--- src/rtl/cla_sub_pipe.sv ---
// cla_sub_pipe: two-stage pipelined carry-lookahead subtractor, a - b - b_in.
// Stage 1 registers the propagate/generate terms; stage 2 resolves the carries
// with per-group two-level lookahead and registers diff, borrow and overflow.
// Valid/ready handshakes on both sides; the pipeline holds at most two results.
// Optional macro CLA_SUB_SAT_EN: unsigned saturation, diff forced to 0 on borrow.
module cla_sub_pipe #(
    parameter int WIDTH = 4
) (
    input  logic             clk,
    input  logic             rst,
    input  logic             in_valid,
    output logic             in_ready,
    input  logic [WIDTH-1:0] a,
    input  logic [WIDTH-1:0] b,
    input  logic             b_in,
    output logic             out_valid,
    input  logic             out_ready,
    output logic [WIDTH-1:0] diff,
    output logic             b_out,
    output logic             ovf
);

    localparam int NGRP = WIDTH / 4;

    // Stage 1 state: propagate/generate of a + ~b, and the carry-in ~b_in
    logic [WIDTH-1:0] p_p1;
    logic [WIDTH-1:0] g_p1;
    logic             c0_p1;
    logic             vld_p1;

    // Stage 2 state: registered result
    logic [WIDTH-1:0] diff_p2;
    logic             bout_p2;
    logic             ovf_p2;
    logic             vld_p2;

    logic             ld_p1;
    logic             ld_p2;
    logic [WIDTH:0]   c;
    logic [WIDTH-1:0] diff_n;
    logic [WIDTH-1:0] diff_sel;
    logic             bout_n;
    logic             ovf_n;

`ifdef CLA_SUB_SAT_EN
    // Unsigned saturation: an underflowing difference clamps to zero.
    function automatic logic [WIDTH-1:0] sat_diff(input logic [WIDTH-1:0] d,
                                                  input logic             brw);
        return brw ? '0 : d;
    endfunction
`endif

    // A stage may load when it is empty or its content moves on this cycle;
    // in_ready therefore depends combinationally on out_ready.
    always_comb begin
        ld_p2    = !vld_p2 || out_ready;
        ld_p1    = !vld_p1 || ld_p2;
        in_ready = ld_p1;
    end

    // ---- input -> stage 1 boundary ----
    // Capture p/g/c0 on an input handshake; valid clears when content drains.
    always_ff @(posedge clk) begin
        if (rst) begin
            vld_p1 <= 1'b0;
            p_p1   <= '0;
            g_p1   <= '0;
            c0_p1  <= 1'b0;
        end else if (ld_p1) begin
            vld_p1 <= in_valid;
            if (in_valid) begin
                p_p1  <= a ^ ~b;
                g_p1  <= a & ~b;
                c0_p1 <= ~b_in;
            end
        end
    end

    // Per 4-bit group, two-level lookahead carries; group carry-out ripples on.
    always_comb begin
        logic       cg;
        logic [3:0] gp;
        logic [3:0] gg;
        c    = '0;
        c[0] = c0_p1;
        cg   = c0_p1;
        gp   = '0;
        gg   = '0;
        for (int k = 0; k < NGRP; k++) begin
            gp = p_p1[4*k +: 4];
            gg = g_p1[4*k +: 4];
            c[4*k+1] = gg[0] | (gp[0] & cg);
            c[4*k+2] = gg[1] | (gp[1] & gg[0]) | (gp[1] & gp[0] & cg);
            c[4*k+3] = gg[2] | (gp[2] & gg[1]) | (gp[2] & gp[1] & gg[0])
                     | (gp[2] & gp[1] & gp[0] & cg);
            cg       = gg[3] | (gp[3] & gg[2]) | (gp[3] & gp[2] & gg[1])
                     | (gp[3] & gp[2] & gp[1] & gg[0])
                     | (gp[3] & gp[2] & gp[1] & gp[0] & cg);
            c[4*k+4] = cg;
        end
        diff_n = p_p1 ^ c[WIDTH-1:0];
        bout_n = ~c[WIDTH];
        ovf_n  = c[WIDTH] ^ c[WIDTH-1];
`ifdef CLA_SUB_SAT_EN
        diff_sel = sat_diff(diff_n, bout_n);
`else
        diff_sel = diff_n;
`endif
    end

    // ---- stage 1 -> stage 2 (output) boundary ----
    // Register the result; hold it unchanged while the consumer stalls.
    always_ff @(posedge clk) begin
        if (rst) begin
            vld_p2  <= 1'b0;
            diff_p2 <= '0;
            bout_p2 <= 1'b0;
            ovf_p2  <= 1'b0;
        end else if (ld_p2) begin
            vld_p2 <= vld_p1;
            if (vld_p1) begin
                diff_p2 <= diff_sel;
                bout_p2 <= bout_n;
                ovf_p2  <= ovf_n;
            end
        end
    end

    assign out_valid = vld_p2;
    assign diff      = diff_p2;
    assign b_out     = bout_p2;
    assign ovf       = ovf_p2;

endmodule

--- config.mk ---
export PLATFORM = sky130hd
export DESIGN_NAME = cla_sub_pipe
export DESIGN_NICKNAME = d
export VERILOG_FILES = /design/src/rtl/cla_sub_pipe.sv
export SDC_FILE = /design/constraint.sdc
export NUM_CORES = 1
export LEC_CHECK = 0
export BUFFER_PORTS_ARGS = -buffer_cell sky130_fd_sc_hd__buf_2
export CORE_MARGIN = 10
export CORE_UTILIZATION = 53
export CTS_CLUSTER_DIAMETER = 120
export DETAILED_ROUTE_END_ITERATION = 10
export PLACE_DENSITY = 0.77
export SETUP_SLACK_MARGIN = 0.1
export SLEW_MARGIN = 10
export SYNTH_ARGS = -nofsm -noshare
export SYNTH_HDL_FRONTEND = slang
export SYNTH_SLANG_ARGS = --single-unit
--- constraint.sdc ---
create_clock -name clk -period 2.1 [get_ports clk]
set_clock_uncertainty 0.1 [all_clocks]
set_input_delay 0.21 -clock clk [delete_from_list [all_inputs] [get_ports clk]]
set_output_delay 0.21 -clock clk [all_outputs]
set_load 0.005 [all_outputs]
==> After elaboration in Yosys (flattened, before gate mapping) <==
Index checks and enable logic that the tools add are counted.
{ "classes": {"bitwise_logic": 33, "reduce_logical": 6} }
{ "op_table": {"columns": ["operator", "n"], "rows": [
  ["$and A1 B1 Y1", 16],
  ["$or A1 B1 Y1", 10],
  ["$xor A4 B4 Y4", 2],
  ["$and A4 B4 Y4", 1],
  ["$not A4 Y4", 1],
  ["$reduce_and A2 Y1", 2],
  ["$logic_not A1 Y1", 2],
  ["$logic_or A1 B1 Y1", 2],
  ["$not A1 Y1", 2],
  ["$xor A1 B1 Y1", 1]
]} }
{ "word_totals": {"regBits": 17, "input_bits": 13, "word_cells": 47} }

==> Depth between registers and ports, before layout <==
{ "logic_depth": {"depth_word": 6, "depth_mapped": 5} }

==> Least setup slack after synthesis <==
Ideal clock, no wire load.
{ "synth_timing": {"kind": "flip-flop to flip-flop", "from": "register c0_p1", "to": "register diff_p2[3], in the netlist diff[3]", "arrival_ns": 1.152, "required_ns": 1.878, "path_slack_ns": 0.726, "stages_incl_launch_ff": 5, "n_path_buf": 0, "path_cell_list": "dfxtp_1 a211oi_2 o21bai_2 nor4b_1 a311o_1"} }
{ "synth_via": {"elab_chain_len": 3} }
{ "synth_lines": {"columns": ["element", "line", "text"], "rows": [
  ["start, declared", "28", "logic c0_p1;"],
  ["start signal, assigned", "74", "c0_p1 <= ~b_in;"],
  ["$and A1 B1 Y1", "95", "| (gp[2] & gp[1] & gp[0] & cg);"],
  ["$or A1 B1 Y1", "95", null],
  ["$xor A4 B4 Y4", "101", "diff_n = p_p1 ^ c[WIDTH-1:0];"],
  ["end signal, assigned", "122", "diff_p2 <= diff_sel;"],
  ["end, declared", "32", "logic [WIDTH-1:0] diff_p2;"]
]} }
Every way passes these cells.
A chain may end at the register's enable or synchronous reset.

==> Worst setup path in the final report <==
Ends and elaborated chain as after synthesis.

==> metrics.cfg <==
[sta]
relSlewSlack_pct=76.1
finalMaxSlewViolations=0
whs_ps=9.07
post-route-min-period_ps=1460
tightest_slew_ps=359
fmax_mhz=683
period_share_pct=69.7
rsz0062_at_grt=false
setup_viol_count_final=0
setup_tns_ps=0
hold_viol_final=0

[clocking]
postCtsSetupBuffers=0
clk_pin_slew_ps=100
clock_latency_ps=290
cts_resized=0
clockBufferDepth=2
ctsHtreeMaxLevel=1
cts_hold_buf=0
cts-root-buf=clkbuf_4
tritoncts=done
cts_buffers=3
cts.sinks=17

[detailed_routing]
dr.pass1.iters=4
first_iter_violations=18
wl_per_cell_um=13.3
viasPerCell=5.58
vias=703
postRouteAntennaNets=0
drc=0
wirelength_mm=1.67

[placed_design]
dpl.hpwl_mm=1.33
dp.cells=122
gp_congestion=0.728
portBuffers=20
postPlaceCellArea_um2=895

[synth]
syn-instance-count=90
synth_area_leader_cell=dfxtp_1
synth_adder_area_share_pct=7.97
synth_xor_area_share_pct=1.12
synthDistinctLibCells=26
synth_area_per_cell_um2=8.72
ys_seq_elements=17
synth-compound-area-share_pct=20.9
seq_area_frac_synth_pct=43.4
syn_area_um2=785
synth-simple-area-share_pct=18.7
synthMuxAreaShare_pct=2.55
syn_nets=108
synth_top_family_by_area=compound AO/OA/AOI/OAI gates
yosysTopAreaCellShare_pct=43.4
yosys_warnings=0
netlist_top_cells_area=dfxtp_1, ha_1, a21oi_1

[floorplan]
start_util_pct=58.1
coreArea_um2=1350
pin_count=21
die_w_um=58.5
die_area_um2=3420
die_h_um=58.5
rows=13

[critical_path]
path_class=reg -> reg
setup.worst_path.end_class=flop
required_ps=2190
r2r_slack_ps=640
worstPathMaxFanout=4
arrival_ps=1550
cp-start-kind=flop

[global_routing]
gr-usage-all-layers_pct=10.5
antenna_found_initial=0
grt_max_degree=20
grt_pass1_vias=673
grt_pass1_wl_mm=2.95
grt_overflow=0

[min_path]
hold_class=in -> reg

[pwr]
p_int_mw=0.451
p_clk_share_pct=28.0
leakagePower_nw=0.416
power.switching_mw=0.160
p_seq_share_pct=58.2
vdd.ir_drop.worst_v=0.000345
power_per_cell_area_nw_per_um2=663
combPwrFrac_pct=13.8
swShare_pct=26.2

[final_layout]
design_area_um2=922
final_cells=126
nNetsFinal=130
drive_above_1_share_pct=26.1
antennaDiodeCount=0
area_delta_synth_final_pct=17.5

[run_status]
status=finished, final reports clean

[run]
maxCapViolCount=0

==> stage by stage <==
| stage | util (%) | setup slack, ps | total power, mW |
|---|---|---|---|
| floorplan | - | 726 | 0.416 |
| global placement | 66.3 | 674 | 0.446 |
| finish | 68.3 | 635 | 0.612 |
| detailed placement | 66.3 | 646 | 0.449 |
| global route | 68.3 | 516 | 0.652 |
| CTS | 68.3 | 626 | 0.619 |
==> power by group through the flow <==
stage	Sequential (mW)	Combinational [mW]	Clock, mW
floorplan	0.361	0.0551	0
global placement	0.362	0.0833	0
detailed placement	0.364	0.0855	0
CTS	0.356	0.0859	0.177
global route	0.359	0.0987	0.194
finish	0.356	0.0843	0.171
==> registers in the layout (all words and copies together), names as in the netlist <==
register,count
diff,4
g_p1,4
p_p1,4
b_out,1
c0_p1,1
out_valid,1
ovf,1
vld_p1,1
==> cells in the final DEF (no fill, tap or decap), types with 2 or more instances in the layout <==
cell type / instances
clkbuf_4: 3
nor2_1: 5
dfxtp_1: 17
nand2_1: 12
nor4b_1: 2
ha_1: 5
a21oi_1: 12
inv_1: 7
buf_2: 20
nand3_1: 9
mux2i_1: 2
a211oi_1: 2
==> critical path, cell delays in order (launching register included) <==
cell	delay [ps]
dfxtp_1	360
a211oi_2	280
o21bai_2	150
nor4b_1	160
a311o_1	320
==> cell usage after synthesis, drive strengths merged <==
cell type and n:
a2111oi 1, a211oi 3, a21o 1, a21oi 12, a311o 1, a311oi 1, a31o 1, and2 1
buf 2, clkbuf 2, dfxtp 17, ha 5, inv 7, mux2i 2, nand2 12, nand2b 1
nand3 9, nand3b 1, nor2 5, nor4b 2, o21ai 1, o21bai 1, o41ai 1, xnor2 1
==> layout make-up <==
| type | instances | area, um^2 |
|---|---|---|
| Timing Repair Buffer | 21 | 108 |
| Clock buffer | 3 | 22.5 |
| Tap cell | 15 | 18.8 |
| Inverter | 7 | 26.3 |
| Multi-Input combinational cell | 62 | 402 |
| Fill cell | 124 | 428 |
| Sequential cell | 17 | 340 |
| Clock inverter | 1 | 5.00 |
==> cell families after synthesis <==
group           after synthesis
simple gates                 31
compound gates               23
flops                        17
buf+inv                      11
fa+ha+maj                     5
mux                           2
xor+xnor                      1
==> final timing paths <==
path                               from       to  cells after the start
worst max-delay path              c0_p1  diff[3]                      4
worst max register to register    c0_p1  diff[3]                      4
worst min-delay path               b_in    c0_p1                      2
worst min register to register  diff[0]  diff[0]                      2
==> layer usage <==
layer	track usage (%)	routed length, um	vias to the layer above
li1	-	-	361
met1	12.9	734	320
met2	16.7	808	18
met3	3.00	103	4
met4	4.03	25	0
met5	0	0	-
No activity file was read; power rests on OpenSTA's default activity.
